$ cat src/rtl/cpu_pkg.sv
// cpu_pkg: opcodes, FSM states and the strobe bundle shared by the sequencer, decoder and ALU
// Contents: OP_* opcode constants, state_t (IRQ state only with CPU_IRQ_EN), strobe_t bundle
package cpu_pkg;
   localparam logic [2:0] OP_HLT = 3'b000;
   localparam logic [2:0] OP_SKZ = 3'b001;
   localparam logic [2:0] OP_ADD = 3'b010;
   localparam logic [2:0] OP_AND = 3'b011;
   localparam logic [2:0] OP_XOR = 3'b100;
   localparam logic [2:0] OP_LDA = 3'b101;
   localparam logic [2:0] OP_STO = 3'b110;
   localparam logic [2:0] OP_JMP = 3'b111;
   typedef enum logic [2:0] {
      ST_FETCH = 3'd0,
      ST_INC   = 3'd1,
      ST_EXEC  = 3'd2,
      ST_HALT  = 3'd3
`ifdef CPU_IRQ_EN
      , ST_IRQ = 3'd4
`endif
   } state_t;
   typedef struct packed {
      logic pc_en, pc_in, pc_vec, addr_sel, mem_rd, mem_wr, ir_load, acc_load, halted, irq_ack;
      logic [2:0] alu_op;
   } strobe_t;
endpackage

$ cat src/rtl/seq_decode.sv
// seq_decode: combinational map from (state, opcode, zero) to the datapath strobe bundle
// Ports: state_i current FSM state, opcode_i IR[7:5], zero_i accumulator-zero, strb_o strobes
// Config: CPU_IRQ_EN adds the IRQ-state vector load and acknowledge
module seq_decode
   import cpu_pkg::*;
(
   input  state_t     state_i,
   input  logic [2:0] opcode_i,
   input  logic       zero_i,
   output strobe_t    strb_o
);
   logic ex, alu;
   always_comb begin
      ex              = state_i == ST_EXEC;
      alu             = ex && (opcode_i inside {OP_ADD, OP_AND, OP_XOR, OP_LDA});
      strb_o          = '0;
      strb_o.pc_en    = (state_i == ST_INC) || (ex && ((opcode_i == OP_JMP) || ((opcode_i == OP_SKZ) && zero_i)));
      strb_o.pc_in    = ex && (opcode_i == OP_JMP);
      strb_o.addr_sel = alu || (ex && (opcode_i == OP_STO));
      strb_o.mem_rd   = (state_i == ST_FETCH) || alu;
      strb_o.mem_wr   = ex && (opcode_i == OP_STO);
      strb_o.ir_load  = state_i == ST_FETCH;
      strb_o.acc_load = alu;
      strb_o.halted   = state_i == ST_HALT;
      strb_o.alu_op   = ex ? opcode_i : OP_HLT;
`ifdef CPU_IRQ_EN
      if (state_i == ST_IRQ) begin
         strb_o.pc_en   = 1'b1;
         strb_o.pc_in   = 1'b1;
         strb_o.pc_vec  = 1'b1;
         strb_o.irq_ack = 1'b1;
      end
`endif
   end
endmodule

$ cat src/rtl/cpu_sequencer.sv
// cpu_sequencer: FETCH/INC/EXEC control FSM with HALT, optional interrupt entry and retired counter
// Ports: clock, rst (async high); opcode, zero, irq in; PC/memory/IR/ACC strobes, alu_op,
//        halted, irq_ack, retired count out
// Config: CPU_IRQ_EN enables irq sampling at end of EXEC, halt wake-up and the IRQ state
module cpu_sequencer
   import cpu_pkg::*;
#(
   parameter logic [7:0] IRQ_VECTOR = 8'hF0,
   parameter int         CYC_W      = 16
) (
   input  logic             clock,
   input  logic             rst,
   input  logic [2:0]       opcode,
   input  logic             zero,
   input  logic             irq,
   output logic             pc_en,
   output logic             pc_in,
   output logic             pc_vec,
   output logic             addr_sel,
   output logic             mem_rd,
   output logic             mem_wr,
   output logic             ir_load,
   output logic             acc_load,
   output logic [2:0]       alu_op,
   output logic             halted,
   output logic             irq_ack,
   output logic [CYC_W-1:0] retired
);
   state_t           state_q, state_d;
   logic [CYC_W-1:0] retired_q, retired_d;
   strobe_t          strb, strb_out;
   logic             go_irq, unused_cfg;
   // The vector value itself is muxed into the PC outside this block; pc_vec only selects it.
`ifdef CPU_IRQ_EN
   localparam state_t ST_VEC = ST_IRQ;
   assign go_irq     = irq;
   assign unused_cfg = ^IRQ_VECTOR;
`else
   localparam state_t ST_VEC = ST_FETCH;
   assign go_irq     = 1'b0;
   assign unused_cfg = ^{IRQ_VECTOR, irq};
`endif
   seq_decode u_dec (
      .state_i  (state_q),
      .opcode_i (opcode),
      .zero_i   (zero),
      .strb_o   (strb)
   );
   always_comb begin
      case (state_q)
         ST_FETCH: state_d = ST_INC;
         ST_INC:   state_d = ST_EXEC;
         ST_EXEC:  state_d = (opcode == OP_HLT) ? ST_HALT : go_irq ? ST_VEC : ST_FETCH;
         ST_HALT:  state_d = go_irq ? ST_VEC : ST_HALT;
         default:  state_d = ST_FETCH;
      endcase
      retired_d = retired_q + CYC_W'((state_q == ST_EXEC) && (opcode != OP_HLT));
   end
   always_ff @(posedge clock or posedge rst) begin
      if (rst) begin
         state_q   <= ST_FETCH;
         retired_q <= '0;
      end else begin
         state_q   <= state_d;
         retired_q <= retired_d;
      end
   end
   // Strobes are silenced for the whole reset pulse so an abandoned instruction never writes.
   assign strb_out = rst ? '0 : strb;
   assign pc_en    = strb_out.pc_en;
   assign pc_in    = strb_out.pc_in;
   assign pc_vec   = strb_out.pc_vec;
   assign addr_sel = strb_out.addr_sel;
   assign mem_rd   = strb_out.mem_rd;
   assign mem_wr   = strb_out.mem_wr;
   assign ir_load  = strb_out.ir_load;
   assign acc_load = strb_out.acc_load;
   assign alu_op   = strb_out.alu_op;
   assign halted   = strb_out.halted;
   assign irq_ack  = strb_out.irq_ack;
   assign retired  = retired_q;
endmodule

$ cat config.mk
export PLATFORM = sky130hd
export DESIGN_NAME = cpu_sequencer
export DESIGN_NICKNAME = d
export VERILOG_FILES = /design/src/rtl/cpu_pkg.sv /design/src/rtl/seq_decode.sv /design/src/rtl/cpu_sequencer.sv
export SDC_FILE = /design/constraint.sdc
export NUM_CORES = 1
export LEC_CHECK = 0
export ABC_AREA = 1
export BUFFER_PORTS_ARGS = -buffer_cell sky130_fd_sc_hd__buf_2
export CORE_MARGIN = 2
export CORE_UTILIZATION = 43
export CTS_CLUSTER_SIZE = 16
export DETAILED_ROUTE_END_ITERATION = 10
export PLACE_DENSITY = 0.7
export SKIP_CTS_REPAIR_TIMING = 1
export SLEW_MARGIN = 20
export SYNTH_ARGS = -nofsm -noshare
export SYNTH_HDL_FRONTEND = slang
export SYNTH_SLANG_ARGS = --single-unit
$ cat constraint.sdc
create_clock -name clock -period 1.65 [get_ports clock]
set_input_delay 0.33 -clock clock [delete_from_list [all_inputs] [get_ports clock]]
set_output_delay 0.33 -clock clock [all_outputs]
set_load 0.02 [all_outputs]
# After elaboration in Yosys (flattened, before gate mapping)
# Index checks and enable logic that the tools add are counted.
# word_totals
reg_bits,19
latch_bits,0
mem_bits_rw,0
rom_bits,0
inputBits,7
n_memories,0
# classes
add_sub_neg,1
n_mul,0
div,0
magnitude_cmp,0
eq_ne,10
n_shift,0
n_mux,4
n_bitwise,0
reduce_logical,14
# op_table
operator,n
$add A16 B1 Y16,1
$mux W13,1
$eq A3 B2 Y1 const B,4
$eq A3 B3 Y1 const B,4
$pmux W2 S4,1
$eq A3 B1 Y1 const B,2
$logic_and A1 B1 Y1,6
$logic_not A3 Y1,2
$logic_or A1 B1 Y1,4
$reduce_bool A4 Y1,1
$mux W3,1
$reduce_bool A3 Y1,1
$mux W2,1

# Longest topological paths before layout
# depth
depth_word,6
ltp_mapped,12

# Hierarchy
# A second synthesis with hierarchy kept.
# unflattened
cells_unflattened,159
hier_area_um2,1169.9
# by_module_without_submodules
mod,n_inst,cells_per_inst,area_per_inst_um2
cpu_sequencer,1,127,1003.5
seq_decode,1,32,166.4

# Least setup slack after synthesis
# OpenSTA, ideal clock, no wires.
# synth_timing
path_kind,input to output
start,in rst
end,out pc_en
arrival_time_ns,1.476
required_ns,1.320
path_slack_ns,-0.156
path_stages,3
cell_sequence,inv_1 -> nand3_1 -> o21ai_0
# synth_between
elab_chain_len,1
# synth_rtl
item,line_no,source
from (decl),cpu_sequencer.sv:12,"input logic rst,"
$mux W13,cpu_sequencer.sv:69,assign strb_out = rst ? '0 : strb;
to (decl),cpu_sequencer.sv:16,"output logic pc_en,"
# No other way between the ends.

# Final worst setup path
# layout_timing
start,reg state_q[1]
end,out pc_en
# layout_between
elab_chain_len,4
# layout_rtl
item,line_no,source
from (decl),cpu_sequencer.sv:29,"state_t state_q, state_d;"
from (signal assigned),cpu_sequencer.sv:64,state_q <= state_d;
$eq A3 B2 Y1,seq_decode.sv:14,ex = state_i == ST_EXEC;
$logic_and A1 B1 Y1,seq_decode.sv:17,strb_o.pc_en = (state_i == ST_INC) || (ex && ((opcode_i == OP_JMP) || ((opcode_i == OP_SKZ) && zero_i)));
$logic_or A1 B1 Y1 *,seq_decode.sv:17,
$mux W13 *,cpu_sequencer.sv:69,
# Every way passes the cells marked *; elsewhere a longest branch is shown, timed or not.

==> summary.md <==
- 6 — number of DRC violations after detailed-routing iteration 0
- 52.4 um — die width
- 0 — max-cap viol count
- 18 — clk sink count
- 0 — Final ANT Viol Nets
- 44.7% — post-synth top area share
- in2async — classification of the worst-slack hold path
- nand2_1, dfrtp_1, nor2_1, inv_1 — most instantiated cells after synthesis
- 450 um^2 — combined flip-flop and latch cell area
- 1.32 ns — Req. time, crit path
- 590 MHz — Fmax achieved
- 1.65 mm — DP HPWL
- 63.7% — final design utilization
- 8.00 um^2 — synthesized area per cell
- nand2_1 — most frequent cell after synthesis
- finished with violations — result of the run
- dfrtp_1 — most used flip-flop cell after synthesis
- 1 — CTS HTree Levels
- 3.53 mm — wire length of the first global-routing pass
- 0 — max-slew violations
- 0 — diode count
- 32 — count of input and output buffers
- 0 — number of remaining DRC errors
- 2.30 mm — Post-Route WL
- dfrtp_1 — Worst path slowest cell
- 24 — count of unique library cells instantiated by Yosys
- true — RSZ-0062 raised after global routing
- 1.37 ns — Arr. time, crit path
- inv_2 > buf_6 > nor2_4 > nand3_4 > o21ai_2 > buf_6 — Cell Chain, Critical Path
- 44.7% — share of synthesized area occupied by flip-flops and latches
- 0 — number of endpoints with negative hold slack in the final report
- 4.77 — via count normalized by instance count
- -0.0453 ns — setup slack after layout
- 3 — clock buffers created by TritonCTS
- -0.116 ns — post-placement worst setup slack
- 0.00366 ns — Worst Clk Skew
- 36 — I/O pin count
- 39.8% — area overhead of the layout relative to synthesis
- reg2out — path type of the worst setup path
- 0 — number of synthesized flops with an enable pin
- flop — startpoint kind of the worst setup timing path
- 1.70 ns — final worst path period need
- dfrtp_1 — cell type contributing the most total cell area after synthesis
- 100% — Async S/R FF share, synth
- 1010 um^2 — post-synthesis cell area
- dfrtp_1, nand2_1, nor2_1 — cell types occupying the most area after synthesis
- buf_6 — library cell appearing most often on the critical path
- 552 um^2 — area of the multi-input gates
- clkbuf_4 — clock tree root buffer cell
- 2210 um^2 — area of the placeable core
- 17.4% — Tot GR Track Use
- 0.193 ns — post-route worst hold slack
- 0.836 — routability-driven placement congestion ratio
- 45.6% — Starting Density
- 4 — drt first pass iters
- 0.302 mV — Peak supply drop
- setup timing — violated checks
- 5 — peak fanout along the critical path
- 103% — fraction of the cycle the final worst path needs
- built — CTS tree
- 0.04 ns — slack of the worst reg-to-reg path
- 877 — via count of the first global-routing pass
- 0.000750 uW — P_leak
- 2750 um^2 — Die Outline Area
- 0.10 ns — register clock-pin slew on the reported worst setup and hold paths
- 0.35 ns — max incr delay on CP
- 201 — filler instances
- 40.6% — share of final-layout standard cells stronger than drive strength 1
- 539 nW/um^2 — power per cell area
- 2 — maximum clock path buffer count
- 945 — number of vias in the routed layout
- 52.4 um — die boundary height
- 0 — gr ovfl total
- 181 — Post-layout nets
- 0 — total number of yosys warnings
- 126 — gate count of the mapped netlist
- 0.29 ns — Clock Latency Late Sink
- output port — sort of element at the end of the critical path
- 19 — maximum number of pins on one net before global-route repair
- 1410 um^2 — Final Cell Area
- 7 — final setup fails
- 11.6 um — detail-routed net length per standard cell
- 18 — register bit count reported by yosys
- 0 — antenna violations before repair
- 17 — standard-cell row count
- 1260 um^2 — cell area after placement
worst paths after layout:
| check | from | end | depth (start not counted) |
|---|---|---|---|
| worst min register to register | retired[15] | retired[15] | 2 |
| min in group clock | opcode[1] | state_q[1] | 4 |
| worst max-delay path | state_q[1] | pc_en | 6 |
| max in group asynchronous | rst | retired[11] | 3 |
| worst max register to register | state_q[0] | retired[10] | 9 |
| worst min-delay path | rst | state_q[0] | 3 |
worst max-delay path, delay by kind of cell (launching register included):
| family | cells | cell delay (ns) |
|---|---|---|
| AOI/OAI and AO/OA | 1 | 0.14 |
| DFF | 1 | 0.35 |
| and+or+nand+nor | 2 | 0.27 |
| buffers and inverters | 3 | 0.30 |
cell type report:
class                   count  share of cell area, %
repair buffers             41                   19.1
multi-input cells          90                   39.1
inverters                  17                   4.79
flip-flops and latches     18                   31.9
clock buffers               4                   2.57
well taps                  28                   2.48
state kept, by name, summed over array words and instances, names as in the netlist:
register	count
retired	16
state_q	2
layer usage:
layer	GRT usage [%]	vias up	wire, um
met1	20.7	431	905
met3	2.57	8	105
met5	0	-	0
met2	29.4	31	1190
li1	-	475	-
met4	10.3	0	99
per-stage QoR:
stage	total power (uW)	std cells	TNS (ns)
final	760	198	-0.159
after floorplan	476	127	0
after detailed placement	491	193	-0.298
after CTS	767	197	-0.881
after global placement	489	193	-0.157
after global routing	794	198	-1.04
cells by family after synthesis:
| family | share of synthesized area [%] |
|---|---|
| simple gates | 32.0 |
| buf+inv | 7.81 |
| flops | 44.7 |
| xor+xnor | 7.82 |
| compound gates | 3.60 |
| fa+ha+maj | 3.72 |
| other cells | 0.372 |
where the power goes:
| group | internal, uW | switching, uW |
|---|---|---|
| sequential | 441 | 0 |
| combinational | 12.9 | 33.1 |
| clock | 134 | 139 |
layout by cell type, fill, tap and decap left out, drive strengths merged:
master | synthesis | routed
o22ai | 1 | 1
ha | 3 | 3
nand3 | 7 | 7
dfrtp | 18 | 18
inv | 16 | 15
nand3b | 1 | 1
conb | 1 | 2
nor2 | 22 | 22
nand4 | 3 | 3
nor3 | 1 | 1
clkinv | 1 | 1
xor2 | 6 | 6
xnor2 | 3 | 3
buf | 2 | 41
or2 | 1 | 1
nand2 | 34 | 34
clkinvlp | 0 | 1
a21oi | 3 | 3
clkbuf | 0 | 4
o21ai | 3 | 3
Power figures use the tool's default switching activity.
